[src/rtl/bcd_pkg.sv]
// rtl/bcd_pkg.sv - shared constants and digit type for the BCD digit adder
//   BCD_MAX     : largest legal decimal digit value
//   BCD_CORR    : value added to a binary sum above BCD_MAX to wrap it into decimal
//   bcd_digit_t : one 4-bit BCD digit
//   bcd_over    : true when a 4-bit value is not a legal decimal digit
package bcd_pkg;

  localparam logic [3:0] BCD_MAX  = 4'd9;
  localparam logic [3:0] BCD_CORR = 4'd6;

  typedef logic [3:0] bcd_digit_t;

  function automatic logic bcd_over(input bcd_digit_t d);
    return d > BCD_MAX;
  endfunction

endpackage

[src/rtl/bcd_full_adder.sv]
// rtl/bcd_full_adder.sv - one-bit full adder cell used by the BCD digit adder
//   a, b : addend bits
//   ci   : carry in
//   s    : sum bit
//   co   : carry out
module bcd_full_adder (
  input  logic a,
  input  logic b,
  input  logic ci,
  output logic s,
  output logic co
);

  assign s  = a ^ b ^ ci;
  assign co = (a & b) | (a & ci) | (b & ci);

endmodule

[src/rtl/bcd_add.sv]
// rtl/bcd_add.sv - registered single-digit BCD adder slice (binary and decimal results)
//   clk              : system clock, rising edge
//   rst              : asynchronous active-high reset, clears all outputs
//   a3..a0, b3..b0   : operand digits, bit 3 is the MSB
//   cin              : carry in from the lower digit slice
//   s3..s0, cout     : registered raw binary sum a+b+cin
//   S3..S0, Cout     : registered decimal-corrected digit and decimal carry
//   err              : registered operand-out-of-range flag (only with BCD_ADD_ERR_EN)
// Optional feature macro: BCD_ADD_ERR_EN
module bcd_add
  import bcd_pkg::*;
(
  input  logic clk,
  input  logic rst,
  input  logic a3,
  input  logic a2,
  input  logic a1,
  input  logic a0,
  input  logic b3,
  input  logic b2,
  input  logic b1,
  input  logic b0,
  input  logic cin,
  output logic s3,
  output logic s2,
  output logic s1,
  output logic s0,
  output logic cout,
  output logic S3,
  output logic S2,
  output logic S1,
  output logic S0,
  output logic Cout
`ifdef BCD_ADD_ERR_EN
  ,
  output logic err
`endif
);

  bcd_digit_t a;
  bcd_digit_t b;
  bcd_digit_t bin_sum;
  logic [4:0] ripple;
  logic       corr;
  bcd_digit_t dec_sum;
  logic       corr_c2;
  logic       corr_c3;

  assign a = {a3, a2, a1, a0};
  assign b = {b3, b2, b1, b0};

  // Binary stage: four-cell ripple, ripple[4] is bit 4 of a+b+cin.
  assign ripple[0] = cin;

  for (genvar i = 0; i < 4; i++) begin : g_ripple
    bcd_full_adder u_fa (
      .a  (a[i]),
      .b  (b[i]),
      .ci (ripple[i]),
      .s  (bin_sum[i]),
      .co (ripple[i+1])
    );
  end

  // Binary result above 9: carry out, or 1x1x / 11xx in the low nibble.
  assign corr = ripple[4] | (bin_sum[3] & bin_sum[2]) | (bin_sum[3] & bin_sum[1]);

  // Correction stage adds {0, corr, corr, 0} (i.e. BCD_CORR or 0) mod 16.
  // Bit 0 of the addend is always 0, so bit 0 passes through; bit 3 of the
  // addend is also 0, so only the incoming carry toggles it and its own
  // carry (the discarded mod-16 overflow) is never formed.
  assign dec_sum[0] = bin_sum[0];

  bcd_full_adder u_corr1 (
    .a  (bin_sum[1]),
    .b  (corr & BCD_CORR[1]),
    .ci (1'b0),
    .s  (dec_sum[1]),
    .co (corr_c2)
  );

  bcd_full_adder u_corr2 (
    .a  (bin_sum[2]),
    .b  (corr & BCD_CORR[2]),
    .ci (corr_c2),
    .s  (dec_sum[2]),
    .co (corr_c3)
  );

  assign dec_sum[3] = bin_sum[3] ^ corr_c3;

  // Both result sets load on the same edge so they always describe one sample.
  always_ff @(posedge clk or posedge rst) begin
    if (rst) begin
      {cout, s3, s2, s1, s0} <= 5'd0;
      {Cout, S3, S2, S1, S0} <= 5'd0;
    end else begin
      {cout, s3, s2, s1, s0} <= {ripple[4], bin_sum};
      {Cout, S3, S2, S1, S0} <= {corr, dec_sum};
    end
  end

`ifdef BCD_ADD_ERR_EN
  always_ff @(posedge clk or posedge rst) begin
    if (rst) begin
      err <= 1'b0;
    end else begin
      err <= bcd_over(a) | bcd_over(b);
    end
  end
`endif

endmodule

[config.mk]
export PLATFORM = sky130hd
export DESIGN_NAME = bcd_add
export DESIGN_NICKNAME = d
export VERILOG_FILES = /design/src/rtl/bcd_pkg.sv /design/src/rtl/bcd_full_adder.sv /design/src/rtl/bcd_add.sv
export SDC_FILE = /design/constraint.sdc
export NUM_CORES = 1
export LEC_CHECK = 0
export ABC_AREA = 0
export CAP_MARGIN = 20
export CORE_AREA = 3 3 41 43
export CTS_CLUSTER_DIAMETER = 120
export DETAILED_ROUTE_END_ITERATION = 8
export DIE_AREA = 0 0 44 46
export GPL_TIMING_DRIVEN = 1
export PLACE_DENSITY = 0.73
export SYNTH_ARGS = -nofsm -noshare
export SYNTH_HDL_FRONTEND = slang
export SYNTH_SLANG_ARGS = --single-unit
[constraint.sdc]
create_clock -name clk -period 0.8 [get_ports clk]
set_input_delay 0.12 -clock clk [delete_from_list [all_inputs] [get_ports clk]]
set_output_delay 0.12 -clock clk [all_outputs]
set_load 0.02 [all_outputs]
==> run_results.csv, run 1 <==
group,metric,value,unit
floorplan,chipWidth,44,um
power,clkPwrFrac,16.9,%
placed_design,place_ws,-2.48,ns
floorplan,rows,13,
timing,worst_slack,-1.65,ns
power,switching_share,33.6,%
floorplan,core_area,1330,sq um
power,leakagePower,0.401,nW
status,failed_checks,"setup timing",
synthesis,synthesis.nets,55,
synthesis,avgSynthCellArea,12.0,sq um
finish,drive_above_1_share,57.6,%
timing,period_minus_slack,2.45,ns
critical_path,path_class,"in -> reg",
timing,fin_crit_sh,306,%
routing,vias,337,
timing,tightest_slew,0.327,ns
critical_path,start_kind,"input pin",
routing,ant_nets,0,
clocking,clk_path_buf_depth,2,
placed_design,gp_congestion,0.660,
grt,antenna_found_initial,0,
critical_path,worstSetupEndpointType,"register",
placed_design,dp_cells,75,
synthesis,synth_edf_count,0,
status,status,"complete, but fails checks",
floorplan,start_util,33.4,%
power,power.internal,1.31,mW
routing,drc,0,
clocking,cts_htree_levels,1,
power,switching_power,0.662,mW
hold_path,hold_class,"in -> async",
synthesis,ys_top_cells_by_area,"dfrtp_1 51%, fa_1 18%, inv_1 12%",
routing,finalWirelength,835,um
clocking,cts_tree,"done",
synthesis,yosysSeqAreaShare,50.6,%
synthesis,synth.most_common_cell,"inv_1",
timing,setup_viol,18,
clocking,numCtsBuffers,3,
grt,track_usage,10.4,%
finish,final_cells,81,
timing,fmax,408,MHz
grt,grt_pass1_wl,1410,um
power,power,1.97,mW
timing,slew_headroom,78.2,%
synthesis,synth_warnings,0,
synthesis,ys.flop_type,"dfrtp_1",
power,power_density,2410,nW/um^2
clocking,cts_root_buffer,"clkbuf_4",
critical_path,crit_arrival,2.62,ns
power,pwr-share-comb,50.9,%
placed_design,dp_hpwl,689,um
floorplan,die_area,2020,sq um
synthesis,synth_common_cells,"14 x inv_1, 9 x dfrtp_1, 4 x fa_1, 3 x ha_1",
grt,grt_max_degree,10,
routing,avgViaCountPerCell,4.16,
synthesis,ys_ff_latch,9,
grt,globalRouteOverflowTotal,0,
clocking,cts.sinks,9,
finish,final_nets,85,
synthesis,synth_top_area_cell,"dfrtp_1",
synthesis,syn-cell-area,445,sq um
timing,hold_viol,0,
finish,postLayoutCoreUtil,61.4,%
synthesis,netlist_instances,37,
clocking,clkTransAtPathRegs,0.06,ns
finish,num_antenna_cells,0,
synthesis,ys_types,11,
routing,routedWlPerCell,10.3,um
synthesis,async_flop_share,100,%
timing,drv_slew,0,
placed_design,io_buffer_count,20,
power,pwr-share-seq,32.3,%
routing,first_pass_iters,1,
synthesis,post-synth-top-area-fraction,50.6,%
finish,area_growth,84.0,%
grt,grt_pass1_vias,350,
power,irDropWorstVdd,0.000904,V
floorplan,die_h,46,um
critical_path,worstPathMaxFanout,4,
routing,drt_iter0_markers,0,
critical_path,crit_required,0.97,ns
floorplan,pin_count,21,
job,drv_cap,0,
timing,rsz0062_at_grt,"true",
==> sequential cells by signal, summed over array words and instances (netlist names) <==
name,count
Cout,1
S1,1
S2,1
S3,1
cout,1
s0,1
s1,1
s2,1
s3,1
==> layout by cell type (no fill, tap or decap) <==
cell type         n
buf_6            14
fa_2              3
inv_2             6
clkbuf_4          3
inv_1             8
fa_1              1
xor2_1            1
ha_4              2
buf_4             3
buf_8             1
clkdlybuf4s50_1   5
o21ai_4           1
dfrtp_1           9
a211oi_4          1
xnor2_1           1
dlygate4sd2_1     2
buf_2             1
nand2_4           1
ha_2              1
inv_8             1
clkbuf_1          1
==> critical path, stage by stage <==
cell	delay, ns
buf_6	0.07
inv_2	0.03
fa_2	0.38
fa_2	0.38
fa_2	0.35
fa_1	0.50
inv_2	0.05
o21ai_4	0.06
nand2_4	0.10
ha_4	0.18
a211oi_4	0.24
xnor2_1	0.16
==> logic make-up (layout without fill, tap and decap cells) <==
kind of cell	Yosys count	count (layout)	synth area share [%]
AOI/OAI and AO/OA	2	2	3.93
buffers and inverters	16	45	14.3
adders and majority gates	7	7	26.4
xor gates and xnor gates	2	2	3.93
DFF	9	9	50.6
and+or+nand+nor	1	1	0.842
==> path summary, 6_finish.rpt <==
kind | startpoint | cells past startpoint | endpoint | slack [ns]
worst min-delay path | rst | 2 | S2 | 0.11
max in group asynchronous | rst | 2 | cout | 0.44
min in group clk | a0 | 4 | s0 | 0.25
worst max-delay path | b0 | 12 | S3 | -1.65
==> power by group through the flow <==
stage / Combinational, mW / Clock, mW / Sequential, mW
floorplan: 0.244 / 0 / 0.776
global placement: 0.784 / 0 / 0.611
detailed placement: 0.807 / 0 / 0.621
CTS: 0.904 / 0.346 / 0.640
global route: 1.08 / 0.368 / 0.647
finish: 1.00 / 0.333 / 0.636
==> area by class of cell <==
cell class                 instances  area (sq um)
multi-input combinational         12           218
timing repair buffer              26           268
tap                               15          18.8
fill                             119           514
sequential                         9           225
inverter                          15          63.8
clock buffer                       4          26.3
==> metal layers <==
metal | up-vias | track usage, % | wire, um
met5 | - | 0 | 0
met4 | 0 | 7.23 | 21
met3 | 3 | 3.56 | 82
met2 | 19 | 20.1 | 428
met1 | 159 | 8.62 | 303
li1 | 156 | - | -
==> per-stage QoR <==
stage	area (sq um)	hold slack, ns	TNS [ns]
final	820	0.114	-9.72
after global routing	820	0.151	-10.39
after CTS	777	0.113	-9.97
after detailed placement	707	0.392	-18.14
after global placement	707	0.386	-17.58
after floorplan	465	-0.0521	-9.30
==> timing repair <==
action                                  in CTS  in global routing
pin swaps                                    8                  8
gates resized for setup                     82                  7
endpoints found under the setup margin      19                 18
hold buffers                                 0                  0
buffers inserted                             2                  1
No activity file was read; power rests on OpenSTA's default activity.
==> run 2: changes to the inputs <==
CAP_MARGIN = 25   (was 20)
clock period = 2.1 ns   (was 0.8 ns; I/O delays follow)
==> run 2 against run 1 <==
  * The flow still finishes with violations (setup timing)
  * Sequential share of layout area up 1.8 points
  * Clock power is 61% lower
  * Via count down 4.5%
  * Critical path type unchanged
  * Critical endpoint unchanged
  * Largest power group unchanged
==> run_results.csv, run 2 (same netlist as run 1, synthesis figures left out) <==
group,metric,value,unit
timing,fin_tns_setup,-1.29,ns
power,irDropWorstVdd,0.000368,V
routing,vias,322,
routing,ant_nets,0,
clocking,numCtsBuffers,3,
floorplan,rows,13,
timing,hold_slack,0.304,ns
timing,fmax,389,MHz
critical_path,crit_end,"S3",
finish,final_common_cell,"clkdlybuf4s50_1",
grt,grt_pass1_vias,315,
timing,slew_headroom,79.0,%
grt,grt_pass1_wl,1210,um
finish,area_growth,72.5,%
routing,avgViaCountPerCell,3.98,
status,status,"complete, but fails checks",
routing,first_pass_iters,1,
clocking,cts_root_buffer,"clkbuf_4",
timing,period_minus_slack,2.57,ns
routing,drt_iter0_markers,0,
clocking,clk_path_buf_depth,2,
timing,tightest_slew,0.314,ns
placed_design,dp_cells,75,
floorplan,start_util,33.4,%
timing,rsz0062_at_grt,"true",
routing,finalWirelength,773,um
floorplan,chipWidth,44,um
finish,final_nets,85,
finish,drive_above_1_share,42.4,%
critical_path,path_class,"in -> reg",
grt,globalRouteOverflowTotal,0,
floorplan,pin_count,21,
job,drv_cap,0,
grt,grt_max_degree,10,
finish,final_cell_mix,"15 x clkdlybuf4s50_1, 9 x dfrtp_1, 9 x inv_1",
floorplan,die_h,46,um
timing,worst_slack,-0.470,ns
hold_path,hold_class,"in -> async",
timing,setup_viol,4,
power,leakagePower,0.373,nW
finish,final_cells,81,
routing,routedWlPerCell,9.54,um
floorplan,die_area,2020,sq um
critical_path,start_kind,"input pin",
placed_design,dp_hpwl,644,um
critical_path,critical_path.startpoint,"a0",
clocking,cts.sinks,9,
finish,num_antenna_cells,0,
critical_path,crit_required,2.29,ns
clocking,cts_htree_levels,1,
finish,fillers,125,
timing,fin_crit_sh,122,%
placed_design,io_buffer_count,20,
routing,drc,0,
timing,drv_slew,0,
placed_design,gp_congestion,0.642,
clocking,cts_tree,"done",
power,power_density,899,nW/um^2
clocking,clkTransAtPathRegs,0.06,ns
status,failed_checks,"setup timing",
critical_path,crit_arrival,2.76,ns
critical_path,worstPathMaxFanout,4,
grt,track_usage,8.61,%
grt,antenna_found_initial,0,
critical_path,worstSetupEndpointType,"register",
floorplan,core_area,1330,sq um
timing,hold_viol,0,
==> run 2: timing repair <==
item | CTS | global route
pin swaps | 8 | 6
setup endpoints to repair | 7 | 5
cloned | 0 | 0
buffers inserted | 1 | 1
hold buffers | 0 | 0
gates resized for setup | 20 | 3
==> run 2: stage by stage <==
step	area, sq um	utilization [%]	setup WS, ns	power (mW)
after floorplan	465	-	-0.611	0.387
after global placement	707	53.0	-1.26	0.531
after detailed placement	707	53.0	-1.32	0.539
after CTS	751	56.3	-0.520	0.687
after global routing	768	57.6	-0.568	0.742
final	768	57.6	-0.470	0.691
==> run 2: layout make-up <==
cell class / instances / area, sq um / area share (%)
clock inverters: 1 / 5.00 / 0.651
flip-flops and latches: 9 / 225 / 29.3
clock buffers: 3 / 22.5 / 2.93
inverters: 15 / 63.8 / 8.31
well taps: 15 / 18.8 / 2.44
multi-input cells: 12 / 188 / 24.4
repair buffers: 26 / 245 / 31.9
==> run 2: worst max-delay path, cell delays in order <==
cell	delay (ns)
buf_8	0.08
inv_8	0.03
fa_2	0.38
fa_2	0.37
fa_2	0.34
fa_1	0.50
inv_2	0.04
o21ai_2	0.05
nand2_2	0.11
ha_2	0.19
a211oi_2	0.21
xnor2_1	0.13
==> run 2: report_power, final <==
part / internal [mW] / switching (mW)
clock: 0.0702 / 0.0598
combinational: 0.176 / 0.154
sequential: 0.219 / 0.0124
==> run 2: worst min path at each step <==
stage / cells after the start / endpoint
after floorplan: 1 / Cout
after global placement: 2 / s0
after detailed placement: 2 / s0
after CTS: 2 / Cout
after global routing: 2 / s0
final: 2 / S1
==> run 2: per-layer routing <==
layer	track usage (%)	routed length, um	vias to the layer above
met1	7.80	256	144
met2	15.7	407	19
met5	0	0	-
met3	3.56	101	2
li1	-	-	157
met4	5.42	8	0
==> run 3: changes to the inputs <==
CORE_AREA = 2 2 40 42   (was 3 3 41 43)
CTS_CLUSTER_DIAMETER = unset   (was 120)
DIE_AREA = 0 0 42 44   (was 0 0 44 46)
==> run 3 against run 2 <==
  * The run still ends with setup timing left
  * Global-route usage rose by 2.5 points
  * Die area fell by 8.7%
  * Power rose by 3.1%
  * Final area rose by 4.2%
  * First-iteration DRC count rose by 1
  * Largest power group unchanged
  * Largest cell class unchanged
  * Core utilization fell by 1.2 points
  * Non-clock buffer count rose by 1
  * Critical endpoint unchanged
  * Critical path depth did not move
==> run_results.csv, run 3 (same netlist as run 1, synthesis figures left out) <==
group,metric,value,unit
grt,grt_pass1_wl,1490,um
status,failed_checks,"setup timing",
finish,fillers,127,
grt,globalRouteOverflowTotal,0,
clocking,postCtsHoldBufs,0,
finish,final_nets,86,
finish,multi_input_area,210,sq um
critical_path,crit_arrival,2.80,ns
critical_path,critPathBufInv,3,
timing,fmax,379,MHz
floorplan,die_h,44,um
critical_path,worstPathMaxFanout,4,
routing,routedWlPerCell,11.1,um
floorplan,chipWidth,42,um
critical_path,critical-path-top-delay-family,"adder cells",
placed_design,dp_hpwl,719,um
placed_design,io_buffer_count,20,
critical_path,cpMostUsedCell,"fa_2",
finish,num_antenna_cells,0,
finish,postLayoutCoreUtil,56.4,%
routing,finalWirelength,919,um
timing,slew_headroom,79.2,%
routing,ant_nets,0,
routing,drt_iter0_markers,1,
finish,final_cell_mix,"15 x clkdlybuf4s50_1, 9 x dfrtp_1, 9 x inv_1",
timing,rsz0062_at_grt,"true",
floorplan,die_area,1850,sq um
job,drv_cap,0,
critical_path,worstSetupEndpointType,"register",
finish,final_common_cell,"clkdlybuf4s50_1",
floorplan,pin_count,21,
floorplan,core_area,1420,sq um
routing,drc,0,
timing,tightest_slew,0.312,ns
critical_path,crit_chain,"buf_6, inv_2, fa_2, fa_2, fa_2, fa_1, inv_2, o21ai_4, nand2_4, ha_2, a211oi_2, xnor2_1",
status,status,"complete, but fails checks",
clocking,clkTransAtPathRegs,0.06,ns
timing,fin_crit_sh,126,%
routing,first_pass_iters,2,
critical_path,critPathMaxStageDelay,0.51,ns
timing,worst_slack,-0.540,ns
timing,hold_slack,0.322,ns
grt,grt_pass1_vias,359,
timing,setup_viol,5,
grt,track_usage,11.1,%
timing,fin_tns_setup,-1.56,ns
critical_path,cp_slowest_cell,"fa_1",
critical_path,start_kind,"input pin",
routing,vias,324,
timing,period_minus_slack,2.64,ns
power,power_density,890,nW/um^2
timing,hold_viol,0,
floorplan,start_util,31.4,%
finish,drive_above_1_share,41.8,%
placed_design,gp_congestion,0.691,
clocking,numCtsBuffers,3,
power,leakagePower,0.382,nW
grt,grt_max_degree,10,
clocking,cts_tree,"done",
critical_path,path_class,"in -> reg",
routing,avgViaCountPerCell,3.90,
clocking,clk_path_buf_depth,2,
clocking,cts_htree_levels,1,
grt,antenna_found_initial,0,
critical_path,crit_required,2.26,ns
power,irDropWorstVdd,0.000404,V
hold_path,hold_class,"in -> async",
floorplan,rows,14,
finish,seq_area,225,sq um
finish,area_growth,79.8,%
timing,drv_slew,0,
clocking,cts_root_buffer,"clkbuf_4",
clocking,cts.sinks,9,
## run 3: cell types whose count changed in the layout (fill, tap and decap cells not counted)
cell,before,now
buf_2,2,1
buf_4,4,5
buf_6,2,4
buf_8,1,0
clkbuf_1,0,1
clkinv_2,1,0
ha_2,2,1
ha_4,1,2
nand2_2,1,0
nand2_4,0,1
o21ai_2,1,0
o21ai_4,0,1
## run 3: repair_timing
action                                  in CTS  in global routing
resized for setup                           20                  6
setup buffers                                2                  1
pin swaps                                    8                  8
endpoints found under the setup margin       7                  5
## run 3: power breakdown
| group | leakage, nW | switching, mW | internal, mW | total, mW |
|---|---|---|---|---|
| clock | 0.0150 | 0.0504 | 0.0726 | 0.123 |
| sequential | 0.104 | 0.0127 | 0.219 | 0.232 |
| combinational | 0.263 | 0.169 | 0.188 | 0.358 |
| total | 0.382 | 0.232 | 0.480 | 0.712 |
## run 3: metrics by stage
step	setup slack, ns	std cells	cell area (sq um)	total power [mW]
floorplan	-0.611	37	465	0.387
global placement	-1.28	77	716	0.535
detailed placement	-1.35	77	716	0.546
CTS	-0.559	82	761	0.687
global route	-0.619	83	801	0.760
finish	-0.540	83	801	0.712
## run 3: final cells by class
cell class	instances	share of cell area, %
flip-flops and latches	9	28.1
clock buffers	4	3.28
inverters	15	7.97
well taps	16	2.50
repair buffers	27	31.9
multi-input cells	12	26.3
## run 3: path summary, 6_finish.rpt
path	from	endpoint	slack [ns]	depth (start not counted)
setup / recovery	b0	S3	-0.54	12
hold / removal	rst	cout	0.32	2
max in group asynchronous	rst	S1	1.54	2
min in group clk	a0	s0	0.46	4
## run 3: routing by layer
metal / vias to the layer above / part of all wire, % / global-route usage, %
met5: - / 0 / 0
met2: 9 / 65 / 21.9
met1: 156 / 32 / 11.5
li1: 159 / - / -
met3: 0 / 2.3 / 1.25
met4: 0 / 0 / 5.81
